[config.mk]
export PLATFORM = sky130hd
export DESIGN_NAME = feedback_frame_decoder
export DESIGN_NICKNAME = d
export VERILOG_FILES = /design/src/rtl/feedback_pkg.sv /design/src/rtl/feedback_timeout_timer.sv /design/src/rtl/feedback_frame_decoder.sv
export SDC_FILE = /design/constraint.sdc
export NUM_CORES = 1
export LEC_CHECK = 0
export BUFFER_PORTS_ARGS = -buffer_cell sky130_fd_sc_hd__buf_2
export CORE_MARGIN = 2
export CORE_UTILIZATION = 53
export CTS_BUF_LIST = sky130_fd_sc_hd__clkbuf_4 sky130_fd_sc_hd__clkbuf_8 sky130_fd_sc_hd__clkbuf_16
export CTS_CLUSTER_SIZE = 10
export DETAILED_ROUTE_END_ITERATION = 7
export HOLD_SLACK_MARGIN = 0.12
export PLACE_DENSITY = 0.82
export SLEW_MARGIN = 20
export SYNTH_ARGS = -nofsm -noshare
export SYNTH_HDL_FRONTEND = slang
export SYNTH_SLANG_ARGS = --single-unit
[constraint.sdc]
create_clock -name clk -period 2.45 [get_ports clk]
set_clock_uncertainty 0.05 [all_clocks]
set_input_delay 0.3675 -clock clk [delete_from_list [all_inputs] [get_ports clk]]
set_output_delay 0.3675 -clock clk [all_outputs]
set_load 0.01 [all_outputs]
[src/rtl/feedback_pkg.sv]
// Shared definitions for the feedback frame decoder and the operate-data verifier:
// byte tags, machine-number field, status bit positions and decoder states.
package feedback_pkg;

    localparam logic [1:0] TAG_TARGET  = 2'b11;
    localparam logic [1:0] TAG_STATUS  = 2'b01;
    localparam logic [1:0] TAG_OPERATE = 2'b10;
    localparam logic [1:0] TAG_ILLEGAL = 2'b00;

    localparam int MACHINE_MSB = 6;
    localparam int MACHINE_LSB = 2;

    localparam int ST_IN_FRONT   = 2;
    localparam int ST_HAS_ITEM   = 3;
    localparam int ST_TGT_ITEM   = 4;
    localparam int ST_TGT_PROC   = 5;

    // Field order mirrors status bits [5:2] so a straight slice cast fills it.
    typedef struct packed {
        logic tgt_processing;
        logic tgt_has_item;
        logic has_item;
        logic in_front;
    } status_flags_t;

    typedef enum logic {
        S_IDLE        = 1'b0,
        S_WAIT_STATUS = 1'b1
    } fb_state_t;

    function automatic logic [MACHINE_MSB-MACHINE_LSB:0] machine_of(input logic [7:0] b);
        return b[MACHINE_MSB:MACHINE_LSB];
    endfunction

endpackage

[src/rtl/feedback_timeout_timer.sv]
// Counts cycles spent waiting for a status byte; holds at the last count and
// flags expiry there until cleared.
module feedback_timeout_timer #(
    parameter int TIMEOUT_CYCLES = 1000
) (
    input  logic clk,
    input  logic rst,
    input  logic clear,
    input  logic enable,
    output logic expire
);

    localparam int TW = (TIMEOUT_CYCLES > 1) ? $clog2(TIMEOUT_CYCLES) : 1;
    localparam logic [TW-1:0] LAST = TW'(TIMEOUT_CYCLES - 1);

    logic [TW-1:0] count_q, count_d;

    always_comb begin
        count_d = count_q;
        if (clear) begin
            count_d = '0;
        end else if (enable && (count_q != LAST)) begin
            count_d = count_q + TW'(1);
        end
    end

    assign expire = enable && (count_q == LAST);

    // NOTE: state registers use non-blocking assignments only; reset is synchronous here.
    always_ff @(posedge clk) begin
        if (rst) begin
            count_q <= '0;
        end else begin
            count_q <= count_d;
        end
    end

endmodule

[src/rtl/feedback_frame_decoder.sv]
// Pairs a target-machine byte with the following status byte and commits both.
// Optional build macro FEEDBACK_PARITY_EN enables even parity on bit 7 of every byte.
module feedback_frame_decoder
    import feedback_pkg::*;
#(
    parameter int TIMEOUT_CYCLES = 1000,
    parameter int ERR_W          = 8
) (
    input  logic             clk,
    input  logic             rst,
    input  logic [7:0]       rx_data,
    input  logic             rx_valid,
    output logic [7:0]       target_machine,
    output logic             in_front_of_target,
    output logic             has_item_in_hand,
    output logic             target_has_item,
    output logic             target_is_processing,
    output logic             feedback_valid,
    output logic             busy,
    output logic [ERR_W-1:0] err_count
);

    fb_state_t        state_q, state_d;
    logic [7:0]       pending_q, pending_d;
    logic [7:0]       target_q, target_d;
    status_flags_t    flags_q, flags_d;
    logic             valid_q, valid_d;
    logic [ERR_W-1:0] err_q, err_d;

    logic parity_ok;
`ifdef FEEDBACK_PARITY_EN
    assign parity_ok = ~(^rx_data);
`else
    logic unused_parity_bit;
    assign unused_parity_bit = rx_data[7];
    assign parity_ok         = 1'b1;
`endif

    logic byte_ok, is_target, is_status, is_illegal, parity_err;
    assign byte_ok    = rx_valid && parity_ok;
    assign parity_err = rx_valid && !parity_ok;
    assign is_target  = byte_ok && (rx_data[1:0] == TAG_TARGET);
    assign is_status  = byte_ok && (rx_data[1:0] == TAG_STATUS);
    assign is_illegal = byte_ok && (rx_data[1:0] == TAG_ILLEGAL);

    logic timer_clr, timer_expire, err_inc;

    feedback_timeout_timer #(.TIMEOUT_CYCLES(TIMEOUT_CYCLES)) u_timer (
        .clk    (clk),
        .rst    (rst),
        .clear  (timer_clr),
        .enable (state_q == S_WAIT_STATUS),
        .expire (timer_expire)
    );

    // NOTE: every signal gets a default first so no path leaves it unassigned (no latches).
    always_comb begin
        state_d   = state_q;
        pending_d = pending_q;
        target_d  = target_q;
        flags_d   = flags_q;
        valid_d   = 1'b0;
        timer_clr = 1'b0;
        err_inc   = is_illegal || parity_err;

        unique case (state_q)
            S_IDLE: begin
                if (is_target) begin
                    pending_d = rx_data;
                    timer_clr = 1'b1;
                    state_d   = S_WAIT_STATUS;
                end else if (is_status) begin
                    err_inc = 1'b1;
                end
            end
            S_WAIT_STATUS: begin
                if (is_target) begin
                    pending_d = rx_data;
                    timer_clr = 1'b1;
                end else if (is_status) begin
                    target_d = pending_q;
                    flags_d  = status_flags_t'(rx_data[ST_TGT_PROC:ST_IN_FRONT]);
                    valid_d  = 1'b1;
                    state_d  = S_IDLE;
                end else if (!rx_valid && timer_expire) begin
                    // Any byte in the expiry cycle, even an ignored one, defers the timeout.
                    err_inc = 1'b1;
                    state_d = S_IDLE;
                end
            end
            default: state_d = S_IDLE;
        endcase

        err_d = (err_inc && (err_q != '1)) ? err_q + ERR_W'(1) : err_q;
    end

    always_ff @(posedge clk) begin
        if (rst) begin
            state_q   <= S_IDLE;
            pending_q <= 8'h00;
            target_q  <= 8'h00;
            flags_q   <= '0;
            valid_q   <= 1'b0;
            err_q     <= '0;
        end else begin
            state_q   <= state_d;
            pending_q <= pending_d;
            target_q  <= target_d;
            flags_q   <= flags_d;
            valid_q   <= valid_d;
            err_q     <= err_d;
        end
    end

    assign target_machine       = target_q;
    assign in_front_of_target   = flags_q.in_front;
    assign has_item_in_hand     = flags_q.has_item;
    assign target_has_item      = flags_q.tgt_has_item;
    assign target_is_processing = flags_q.tgt_processing;
    assign feedback_valid       = valid_q;
    assign busy                 = (state_q == S_WAIT_STATUS);
    assign err_count            = err_q;

endmodule

==> summary.md, run 1 <==
| Metric | Value |
|---|---|
| #FFs+latches synth | `40` |
| CTS Buffer Depth | `2` |
| P_leak | `0.795 nW` |
| # DRC | `0` |
| Critical path capture point type | `flop` |
| Grt ovf | `0` |
| Gr busiest metal | `met2` |
| Power Internal | `0.854 mW` |
| Setup Viol. Count Final | `0` |
| DRT iter0 DRCs | `32` |
| Synthesized area per cell | `8.57 um^2` |
| Area grow syn2layout | `16.3%` |
| Clk_lat worst skew | `360 ps` |
| Row count | `20` |
| Hold Path Sink | `pending_q[5]$_SDFFE_PP0P_` |
| TNS Setup | `0 ps` |
| FF-to-FF End | `err_count[7]$_SDFFE_PP0P_` |
| Worst r2r path cells | `6` |
| Die W | `59.3 um` |
| Min-delay src | `rx_data[5]` |
| Post-Place Cell Area | `1820 um^2` |
| WL/cell | `12.1 um` |
| Synth cell count leaders | `43 x nand2_1, 40 x dfxtp_1, 23 x a21oi_1, 20 x nor2_1, 8 x xor2_1` |
| Total of max-cap violations | `0` |
| Final period util | `0.789` |
| Post-synth top area share | `0.494` |
| Critical Path Fanout Max | `10` |
| ANT cells | `0` |
| RSZ-0062 raised after global routing | `false` |
| # IOs | `33` |
| Mapped Cells | `189` |
| Maximum clock rate | `517 MHz` |
| Met3 usage | `0.0480` |
| Worst Hold Class | `input port to flop` |
| Net Count, Synth | `202` |
| Top post-synthesis cells by area | `dfxtp_1 49%, nand2_1 10%, a21oi_1 7.1%, nor2_1 4.6%, xor2_1 4.3%` |
| Relative max-transition margin | `0.634` |
| Crit path time final | `1930 ps` |
| Top_reg_cell synth | `dfxtp_1` |
| Worst slew pin tran | `547 ps` |
| Via count | `1,371` |
| Hold path depth | `3` |
| Cts repair resizes | `0` |
| Die height | `59.3 um` |
| Switch Pwr | `0.262 mW` |
| Seq/Total Area, Yosys | `0.494` |
| Seq pwr share | `0.602` |
| Initial core utilization | `0.544` |
| Post-synth cell types | `34` |
| Place WS | `539 ps` |
| Drt first pass iters | `4` |
| Die Area | `3520 um^2` |
| Buf/Inv on CP | `0` |
| Critical Path RT | `2690 ps` |
| Post-synth EDFFs | `0` |
| Detail Route Antenna Nets | `0` |
| CTS Sinks | `40` |
| Clock root buffer | `clkbuf_4` |
| Hold Vio Cnt, Final | `0` |
| CTS tree | `built` |
| HPWL after DPL | `2.20 mm` |
| Total Power | `1.12 mW` |
| Initial antenna violation count | `0` |
| Met2 usage | `0.314` |
| Num CTS Buffers | `5` |
| Vias in the first global route | `1,213` |
| Layout cells sized above 1 | `0.222` |
| Ys Warns | `0` |
| Power per Cell Area | `592 nW/um^2` |
| Final Cell Area | `1880 um^2` |
| FF-to-FF setup slack | `520 ps` |
| Final nets | `237` |
| Crit path largest cell delay | `420 ps` |
| Switch share | `0.235` |
| Setup CP Type | `flop to flop` |
| CP startpoint kind | `flop` |
| Ys async rst share | `0` |
| Logic gate share of total power | `0.065` |
| Area leader, netlist | `dfxtp_1` |
| Crit path max-delay family | `simple AND/OR/NAND/NOR gates` |
| RePlAce Congestion | `0.846` |
| Number of I/O port buffers | `32` |
| All-Layer GR Usage | `0.201` |
| Cts hold-fix bufs | `0` |
| Worst path slowest cell | `dfxtp_1` |
| Worst reg2reg startpoint | `u_timer.count_q[0]$_SDFFE_PP0P_` |
| Cells along the critical path | `ha_1 > and4bb_1 > and4_4 > o21ai_4 > or4_1 > a21oi_1` |
| Crit path DAT | `2180 ps` |
| Setup ws final | `516 ps` |
| Run status | `finished clean` |
| First-pass GRT wire length | `5.21 mm` |
| Clock network fraction of total power | `0.334` |
| Peak supply drop | `0.395 mV` |
| Clk slew on worst S/H paths | `120 ps` |
| Post-CTS Setup Bufs | `0` |
| Largest net degree at the start of global routing | `30` |
| Fin. max-slew vios | `0` |
| Routed vias/inst | `5.31` |
| Core Region | `2980 um^2` |
| Placed insts | `250` |
| Synthesized cell area | `1620 um^2` |
| H-tree lvl count | `2` |
| Non-Filler Instances | `258` |
| Most frequent cell after synthesis | `nand2_1` |
| GRT met1 Usage | `0.245` |
| Overall routed net length | `3.13 mm` |
## metal layers
metal,up-vias,share of wire
met5,-,0
met4,0,0.025
met3,7,0.039
met2,28,0.44
met1,627,0.49
li1,709,-
## state kept, by name, summed over array words and instances, names as in the netlist
register              cells
err_count                 8
busy                      1
target_machine            8
target_is_processing      1
feedback_valid            1
target_has_item           1
pending_q                 8
u_timer.count_q          10
in_front_of_target        1
has_item_in_hand          1
## placed cells by master (no fill, tap or decap), drive strengths merged, types with 2 or more instances in the layout
cell and count:
clkbuf 8, or3 4, nand2 43, a21oi 23
nand4 5, nand3 4, xnor2 3, dfxtp 40
or4 2, inv 3, nor2 20, and3 4
xor2 8, mux2i 3, o21ai 3, o31ai 2
buf 35, a211oi 2, and4 2, ha 2
## kinds of logic after synthesis
| logic type | share of synthesized area |
|---|---|
| AOI/OAI and AO/OA | 0.130 |
| xor gates and xnor gates | 0.0595 |
| adders and majority gates | 0.0154 |
| buffers and inverters | 0.0232 |
| DFF | 0.494 |
| muxes | 0.0185 |
| and+or+nand+nor | 0.259 |
## worst max-delay path by stage
| stage | start | slack, ps | endpoint | depth (start not counted) |
|---|---|---|---|---|
| final | u_timer.count_q[0]$_SDFFE_PP0P_ | 520 | err_count[7]$_SDFFE_PP0P_ | 6 |
| after global routing | u_timer.count_q[0]$_SDFFE_PP0P_ | 370 | err_count[5]$_SDFFE_PP0P_ | 6 |
| after CTS | u_timer.count_q[0]$_SDFFE_PP0P_ | 510 | err_count[7]$_SDFFE_PP0P_ | 6 |
| after detailed placement | u_timer.count_q[0]$_SDFFE_PP0P_ | 540 | err_count[7]$_SDFFE_PP0P_ | 6 |
| after global placement | u_timer.count_q[0]$_SDFFE_PP0P_ | 610 | err_count[7]$_SDFFE_PP0P_ | 6 |
| after floorplan | u_timer.count_q[0]$_SDFFE_PP0P_ | 680 | err_count[5]$_SDFFE_PP0P_ | 6 |
## metrics by stage
stage	hold slack, ps	util
finish	186	0.633
global route	200	0.633
CTS	185	0.633
detailed placement	396	0.611
global placement	390	0.611
floorplan	382	-
## cell type report
| class | count | area [um^2] |
|---|---|---|
| multi-input cells | 139 | 782 |
| fillers | 271 | 1090 |
| inverters | 3 | 11.3 |
| well taps | 33 | 41.3 |
| flip-flops and latches | 40 | 801 |
| clock buffers | 8 | 66.3 |
| repair buffers | 35 | 183 |
## power by group through the flow
stage	Combinational, mW	Clock (mW)	Sequential (mW)
5_1_grt	0.0810	0.399	0.674
2_1_floorplan	0.0431	0	0.687
3_3_place_gp	0.0706	0	0.686
6_report	0.0721	0.372	0.672
4_1_cts	0.0723	0.376	0.672
3_5_place_dp	0.0716	0	0.686
## tightest hold or removal path: cells and delay by family
kind	cells	cell delay [ps]
simple gates	1	50
buf+inv	1	100
compound gates	1	50
No activity file was read; power rests on OpenSTA's default activity.
==> run 2: changes to the inputs <==
--- a/config.mk
+++ b/config.mk
@@ -5,14 +5,15 @@
 export SDC_FILE = /design/constraint.sdc
 export NUM_CORES = 1
 export LEC_CHECK = 0
+export ABC_AREA = 1
 export BUFFER_PORTS_ARGS = -buffer_cell sky130_fd_sc_hd__buf_2
 export CORE_MARGIN = 2
-export CORE_UTILIZATION = 53
+export CORE_UTILIZATION = 49
 export CTS_BUF_LIST = sky130_fd_sc_hd__clkbuf_4 sky130_fd_sc_hd__clkbuf_8 sky130_fd_sc_hd__clkbuf_16
 export CTS_CLUSTER_SIZE = 10
 export DETAILED_ROUTE_END_ITERATION = 7
 export HOLD_SLACK_MARGIN = 0.12
-export PLACE_DENSITY = 0.82
+export PLACE_DENSITY = 0.79
 export SLEW_MARGIN = 20
 export SYNTH_ARGS = -nofsm -noshare
 export SYNTH_HDL_FRONTEND = slang
==> constraint.sdc (replaced) <==
create_clock -name clk -period 1.6 [get_ports clk]
set_clock_uncertainty 0.05 [all_clocks]
set_input_delay 0.24 -clock clk [delete_from_list [all_inputs] [get_ports clk]]
set_output_delay 0.24 -clock clk [all_outputs]
set_load 0.01 [all_outputs]
==> summary.md, run 2 <==
| Metric | Value |
|---|---|
| Run status | `finished clean` |
| Setup ws final | `139 ps (-378 ps)` |
| Vias in the first global route | `1,437 (+18%)` |
| Layout cells sized above 1 | `0.248 (+0.0261)` |
| Num CTS Buffers | `5 (unchanged)` |
| Hold WS | `148 ps (-38.0 ps)` |
| Number of flip-flops under the largest register name | `10 (unchanged)` |
| Routed vias/inst | `4.93 (-7.3%)` |
| Most common cell after layout, fill and taps aside | `nand2_1` |
| Hold Vio Cnt, Final | `0 (unchanged)` |
| Post-synth top area share | `0.443 (-0.0510)` |
| Top post-synthesis cells by area | `dfxtp_1 44%, nand2_1 11%, a21oi_1 8.0%, o21ai_0 6.1%, inv_1 6.0%` |
| Clock root buffer | `clkbuf_8` |
| # DRC | `0 (unchanged)` |
| # IOs | `33 (unchanged)` |
| Fin. max-slew vios | `0 (unchanged)` |
| Grt ovf | `0 (unchanged)` |
| Non-Filler Instances | `338 (+31%)` |
| Compound-Gate Fraction of Synth Area | `0.170 (+0.0406)` |
| #FFs+latches synth | `40 (unchanged)` |
| DRT iter0 DRCs | `72 (+130%)` |
| CTS tree | `built` |
| Relative max-transition margin | `0.750 (+0.116)` |
| Final period util | `0.913 (+0.124)` |
| Ys async rst share | `0 (unchanged)` |
| Peak supply drop | `0.550 mV (+39%)` |
| Synthesized cell area | `1810 um^2 (+12%)` |
| CTS Sinks | `40 (unchanged)` |
| Synth cell count leaders | `51 x nand2_1, 40 x dfxtp_1, 29 x a21oi_1, 29 x inv_1, 22 x o21ai_0` |
| Number of I/O port buffers | `32 (unchanged)` |
| Total of max-cap violations | `0 (unchanged)` |
| Area leader, netlist | `dfxtp_1` |
| Ys Warns | `0 (unchanged)` |
| Detail Route Antenna Nets | `0 (unchanged)` |
| Largest net degree at the start of global routing | `20 (-33%)` |
| Largest family of logic cells by synthesized area | `simple AND/OR/NAND/NOR gates` |
| Reg with most FFs | `u_timer.count_q` |
| H-tree lvl count | `2 (unchanged)` |
| Maximum clock rate | `684 MHz (+32%)` |
| Worst slew pin tran | `374 ps (-172 ps)` |
| Core Region | `3610 um^2 (+21%)` |
| Commonest cells after routing, fill and taps aside | `50 x nand2_1, 36 x dfxtp_1, 32 x buf_2, 29 x inv_1, 29 x a21oi_1` |
| HPWL after DPL | `2.64 mm (+20%)` |
| Post-synthesis mux area share | `0 (-0.0185)` |
| Most frequent cell after synthesis | `nand2_1` |
| Row count | `22 (+10%)` |
| Synthesized area per cell | `7.34 um^2 (-14%)` |
| Die W | `64.7 um (+9.2%)` |
| ANT cells | `0 (unchanged)` |
| WL/cell | `11.0 um (-9.2%)` |
| Post-synth EDFFs | `0 (unchanged)` |
| CTS Buffer Depth | `2 (unchanged)` |
| Total Power | `1.77 mW (+59%)` |
| Cts hold-fix bufs | `0 (unchanged)` |
| Fillcell total | `330 (+22%)` |
| Setup CP Type | `flop to flop` |
| Sequential cell area | `806 um^2 (+0.63%)` |
| Drt first pass iters | `4 (unchanged)` |
| Crit path DAT | `1630 ps (-550 ps)` |
| Critical Path Fanout Max | `11 (+1)` |
| Overall routed net length | `3.73 mm (+19%)` |
| Simple logic cell fraction of the synthesized area | `0.262 (+0.00231)` |
| Cts repair resizes | `0 (unchanged)` |
| Final nets | `303 (+28%)` |
| RePlAce Congestion | `0.909 (+7.5%)` |
| Seq/Total Area, Yosys | `0.443 (-0.0510)` |
| Via count | `1,665 (+21%)` |
| Clk_lat worst skew | `290 ps (-70 ps)` |
| Setup Viol. Count Final | `0 (unchanged)` |
| Area grow syn2layout | `21.4%` |
| Post-CTS Setup Bufs | `0 (unchanged)` |
| Initial antenna violation count | `0 (unchanged)` |
| Worst Hold Class | `input port to flop` |
| CP startpoint kind | `flop` |
| Critical path capture point type | `flop` |
| Synth Area in XOR/XNOR | `0.0291 (-0.0304)` |
| Initial core utilization | `0.501 (-0.0431)` |
| All-Layer GR Usage | `0.183 (-0.0182)` |
| Place WS | `74.6 ps (-465 ps)` |
| Clk slew on worst S/H paths | `80 ps (-40 ps)` |
| Net Count, Synth | `259 (+28%)` |
| Power per Cell Area | `809 nW/um^2 (+37%)` |
| Top_reg_cell synth | `dfxtp_1` |
| First-pass GRT wire length | `6.00 mm (+15%)` |
| Die height | `64.7 um (+9.2%)` |
| Area of the multi-input gates | `868 um^2 (+11%)` |
| Die Area | `4190 um^2 (+19%)` |
| Post-synth cell types | `24 (-29%)` |
| Post-Synth Adder-Cell Area | `0.0139 (-0.00159)` |
| Crit path time final | `1460 ps (-472 ps)` |
| Mapped Cells | `246 (+30%)` |
| P_leak | `0.922 nW (+16%)` |
| Placed insts | `330 (+32%)` |
| Critical Path RT | `1770 ps (-920 ps)` |
## run 2: cell types whose count changed in the layout (fill, tap and decap cells not counted), sizes merged, moves of 9 or more
cell   change
o21ai     +19
nand2     +11
buf        +9
a21oi     +12
inv       +26
nand3     +13
## run 2: power breakdown
part / switching (mW) / internal, mW / total (mW)
clock network: 0.336 / 0.295 / 0.631
logic: 0.0752 / 0.0433 / 0.118
registers: 0.0101 / 1.02 / 1.03
## run 2: cells by family (layout without fill, tap and decap cells)
family / count (synthesis) / after routing
compound gates: 57 / 57
fa+ha+maj: 2 / 2
simple gates: 103 / 103
flops: 40 / 40
buf+inv: 38 / 82
xor+xnor: 6 / 6
## run 2: cell type report
type                            count  area share
Timing Repair Buffer               44       0.116
Timing Repair inverter              1     0.00342
Clock inverter                      2     0.00570
Tap cell                           48      0.0274
Sequential cell                    40       0.367
Clock buffer                        5      0.0314
Inverter                           30      0.0531
Multi-Input combinational cell    168       0.396
## run 2: metal layers
layer  global-route usage  vias up  part of all wire
met4               0.0798        0             0.015
met1                0.236      746              0.47
met2                0.287       31              0.47
met5                    0        -                 0
met3               0.0469        7             0.047
li1                     -      881                 -
## run 2: path summary, 6_finish.rpt
kind         cells after the start                       startpoint                           endpoint  slack, ps
max                              8  u_timer.count_q[1]$_SDFFE_PP0P_    u_timer.count_q[3]$_SDFFE_PP0P_        140
min                              3                       rx_data[5]  target_is_processing$_SDFFE_PP0P_        150
max reg2reg                      8  u_timer.count_q[1]$_SDFFE_PP0P_    u_timer.count_q[3]$_SDFFE_PP0P_        140
min reg2reg                      2        pending_q[7]$_SDFFE_PP0P_          pending_q[7]$_SDFFE_PP0P_        400
## run 2: per-stage QoR
step	utilization	area (um^2)	TNS [ps]
2_1_floorplan	-	1810	0
3_3_place_gp	0.577	2080	0
3_5_place_dp	0.577	2080	0
4_1_cts	0.600	2160	0
5_1_grt	0.608	2190	-0.174
6_report	0.608	2190	0
## run 2: critical path, stage by stage, from the launching register on
cell,delay (ps)
dfxtp_2,340
ha_1,160
nand2_1,60
nor2_1,140
nand3_1,120
nand2_2,150
buf_6,170
o21ai_0,90
a21oi_1,120
==> run 3: changes to the inputs <==
--- a/config.mk
+++ b/config.mk
@@ -5,10 +5,9 @@
 export SDC_FILE = /design/constraint.sdc
 export NUM_CORES = 1
 export LEC_CHECK = 0
-export ABC_AREA = 1
 export BUFFER_PORTS_ARGS = -buffer_cell sky130_fd_sc_hd__buf_2
 export CORE_MARGIN = 2
-export CORE_UTILIZATION = 49
+export CORE_UTILIZATION = 48
 export CTS_BUF_LIST = sky130_fd_sc_hd__clkbuf_4 sky130_fd_sc_hd__clkbuf_8 sky130_fd_sc_hd__clkbuf_16
 export CTS_CLUSTER_SIZE = 10
 export DETAILED_ROUTE_END_ITERATION = 7
==> summary.md, run 3 (synthesis results as in run 1) <==
| Metric | Value |
|---|---|
| Fin. max-slew vios | `0 (unchanged)` |
| Worst slew pin tran | `444 ps (+69.1 ps)` |
| Vias in the first global route | `1,508 (+4.9%)` |
| Final nets | `264 (-13%)` |
| Clk_lat worst skew | `360 ps (+70 ps)` |
| Logic gate share of total power | `0.085 (+0.018)` |
| Die W | `62.1 um (-4.0%)` |
| Num CTS Buffers | `5 (unchanged)` |
| Power per Cell Area | `861 nW/um^2 (+6.4%)` |
| # IOs | `33 (unchanged)` |
| CTS Sinks | `40 (unchanged)` |
| Worst path slowest cell | `or4_4` |
| Min-delay src | `rx_valid` |
| First-pass GRT wire length | `6.76 mm (+13%)` |
| Worst Hold Class | `input port to flop` |
| Worst r2r path cells | `6 (-2)` |
| Die Area | `3860 um^2 (-7.9%)` |
| P_leak | `0.934 nW (+1.3%)` |
| RSZ-0062 raised after global routing | `true` |
| Relative max-transition margin | `0.704 (-0.0455)` |
| Clock root buffer | `clkbuf_4` |
| H-tree lvl count | `2 (unchanged)` |
| Post-Place Cell Area | `2010 um^2 (-3.2%)` |
| Die height | `62.1 um (-4.0%)` |
| Critical path capture point type | `flop` |
| Overall routed net length | `3.83 mm (+2.7%)` |
| Setup ws final | `-149 ps (-288 ps)` |
| Most common cell after layout, fill and taps aside | `nand2_1` |
| Hold path depth | `3 (unchanged)` |
| Reg with most FFs | `u_timer.count_q` |
| DRT iter0 DRCs | `85 (+18%)` |
| Non-Filler Instances | `298 (-12%)` |
| Buf/Inv on CP | `0 (-1)` |
| Run status | `finished, violations left` |
| CP startpoint kind | `flop` |
| HPWL after DPL | `2.55 mm (-3.6%)` |
| Final period util | `1.09 (+0.180)` |
| Total of max-cap violations | `0 (unchanged)` |
| Switch Pwr | `0.462 mW (+9.7%)` |
| Initial antenna violation count | `0 (unchanged)` |
| Power Internal | `1.42 mW (+5.2%)` |
| All-Layer GR Usage | `0.220 (+0.0377)` |
| WL/cell | `12.9 um (+17%)` |
| Crit path max-delay family | `simple AND/OR/NAND/NOR gates` |
| Hold WS | `155 ps (+7.26 ps)` |
| Cells along the critical path | `ha_4 > and4bb_1 > and4_4 > o21ai_4 > or4_4 > a21oi_2` |
| Number of flip-flops under the largest register name | `10 (unchanged)` |
| Setup CP Type | `flop to flop` |
| Area grow syn2layout | `35.1%` |
| Layout cells sized above 1 | `0.333 (+0.0851)` |
| FF-to-FF setup slack | `-150 ps (-290 ps)` |
| Worst reg2reg startpoint | `u_timer.count_q[1]$_SDFFE_PP0P_` |
| Final core utilization | `0.667 (+0.0584)` |
| Crit path time final | `1750 ps (+288 ps)` |
| CTS tree | `built` |
| FF-to-FF End | `err_count[7]$_SDFFE_PP0P_` |
| Core Region | `3280 um^2 (-8.9%)` |
| Largest net degree at the start of global routing | `30 (+50%)` |
| ANT cells | `0 (unchanged)` |
| # DRC | `0 (unchanged)` |
| Violated checks | `negative setup slack` |
| RePlAce Congestion | `0.786 (-14%)` |
| Clock network fraction of total power | `0.371 (+0.016)` |
| Row count | `21 (-4.5%)` |
| Hold Path Sink | `busy$_SDFF_PP0_` |
| Clk slew on worst S/H paths | `130 ps (+50 ps)` |
| Seq pwr share | `0.544 (-0.034)` |
| CTS Buffer Depth | `2 (unchanged)` |
| Switch share | `0.245 (+0.00773)` |
| Peak supply drop | `0.425 mV (-23%)` |
| Routed vias/inst | `5.16 (+4.8%)` |
| Maximum clock rate | `572 MHz (-16%)` |
| Setup Viol. Count Final | `7 (+7)` |
| Critical Path Fanout Max | `8 (-3)` |
| Drt first pass iters | `4 (unchanged)` |
| Detail Route Antenna Nets | `0 (unchanged)` |
| Placed insts | `283 (-14%)` |
| Crit path largest cell delay | `430 ps (+90 ps)` |
| Grt ovf | `0 (unchanged)` |
| Via count | `1,538 (-7.6%)` |
| Number of I/O port buffers | `32 (unchanged)` |
| Final Cell Area | `2190 um^2 (-0.17%)` |
| Initial core utilization | `0.493 (-0.00771)` |
| Critical Path RT | `1850 ps (+80 ps)` |
| Crit path DAT | `2000 ps (+370 ps)` |
| Hold Vio Cnt, Final | `0 (unchanged)` |
| Total Power | `1.89 mW (+6.2%)` |
| Commonest cells after routing, fill and taps aside | `42 x nand2_1, 34 x dfxtp_1, 32 x buf_2, 23 x buf_4, 22 x a21oi_1` |
==> run 3: cell count changes in the layout (fill, tap and decap cells not counted), moves of 5 or more <==
cell           previous run  this run
a21oi_1                  29        22
clkbuf_8                  5         0
nand2_1                  50        42
inv_1                    29         3
buf_4                    11        23
clkbuf_4                  0         5
dlygate4sd3_1             0         6
o21ai_0                  22         2
nand3_1                  16         4
a21oi_2                   6         1
==> run 3: worst max-delay path by stage <==
stage,startpoint,endpoint,cells past startpoint
floorplan,u_timer.count_q[1]$_SDFFE_PP0P_,err_count[5]$_SDFFE_PP0P_,6
global route,u_timer.count_q[1]$_SDFFE_PP0P_,err_count[7]$_SDFFE_PP0P_,6
CTS,u_timer.count_q[1]$_SDFFE_PP0P_,err_count[7]$_SDFFE_PP0P_,6
finish,u_timer.count_q[1]$_SDFFE_PP0P_,err_count[7]$_SDFFE_PP0P_,6
detailed placement,u_timer.count_q[1]$_SDFFE_PP0P_,err_count[1]$_SDFFE_PP0P_,7
global placement,u_timer.count_q[1]$_SDFFE_PP0P_,err_count[5]$_SDFFE_PP0P_,6
==> run 3: layout make-up <==
type	instances	area (um^2)
fill	264	1090
multi-input combinational	139	820
sequential	40	813
timing repair buffer	62	404
tap	46	57.6
clock inverter	3	46.3
clock buffer	5	37.5
inverter	3	11.3
==> run 3: tightest hold or removal path, delay by kind of cell <==
| kind | cells | cell delay (ps) |
|---|---|---|
| buf+inv | 2 | 220 |
| compound gates | 1 | 60 |
==> run 3: stage by stage <==
step                      worst slack [ps]  setup TNS, ps
after CTS                            -91.1           -290
final                                 -149           -409
after detailed placement             -56.0           -172
after global placement               -23.7          -42.8
after global routing                  -174           -827
after floorplan                      -46.6          -93.2
==> run 3: power groups by stage <==
stage / Clock (mW) / Combinational [mW] / Sequential, mW
after CTS: 0.706 / 0.150 / 1.03
after global routing: 0.762 / 0.176 / 1.03
after global placement: 0 / 0.136 / 1.05
after floorplan: 0 / 0.0661 / 1.05
final: 0.699 / 0.161 / 1.03
after detailed placement: 0 / 0.138 / 1.05
==> run 3: metal layers <==
layer | wire, um | global-route usage | up-vias
li1 | - | - | 773
met1 | 1630 | 0.257 | 721
met2 | 1960 | 0.383 | 38
met3 | 184 | 0.0598 | 6
met4 | 57 | 0.0889 | 0
met5 | 0 | 0 | -
==> run 3: what timing repair did <==
action | 4_1_cts | 5_1_grt
endpoints found under the hold margin | 10 | 0
setup buffers | 0 | 1
resized for setup | 0 | 7
pin swaps | 2 | 8
gates cloned | 0 | 0
endpoints found under the setup margin | 7 | 23
hold buffers | 6 | 0
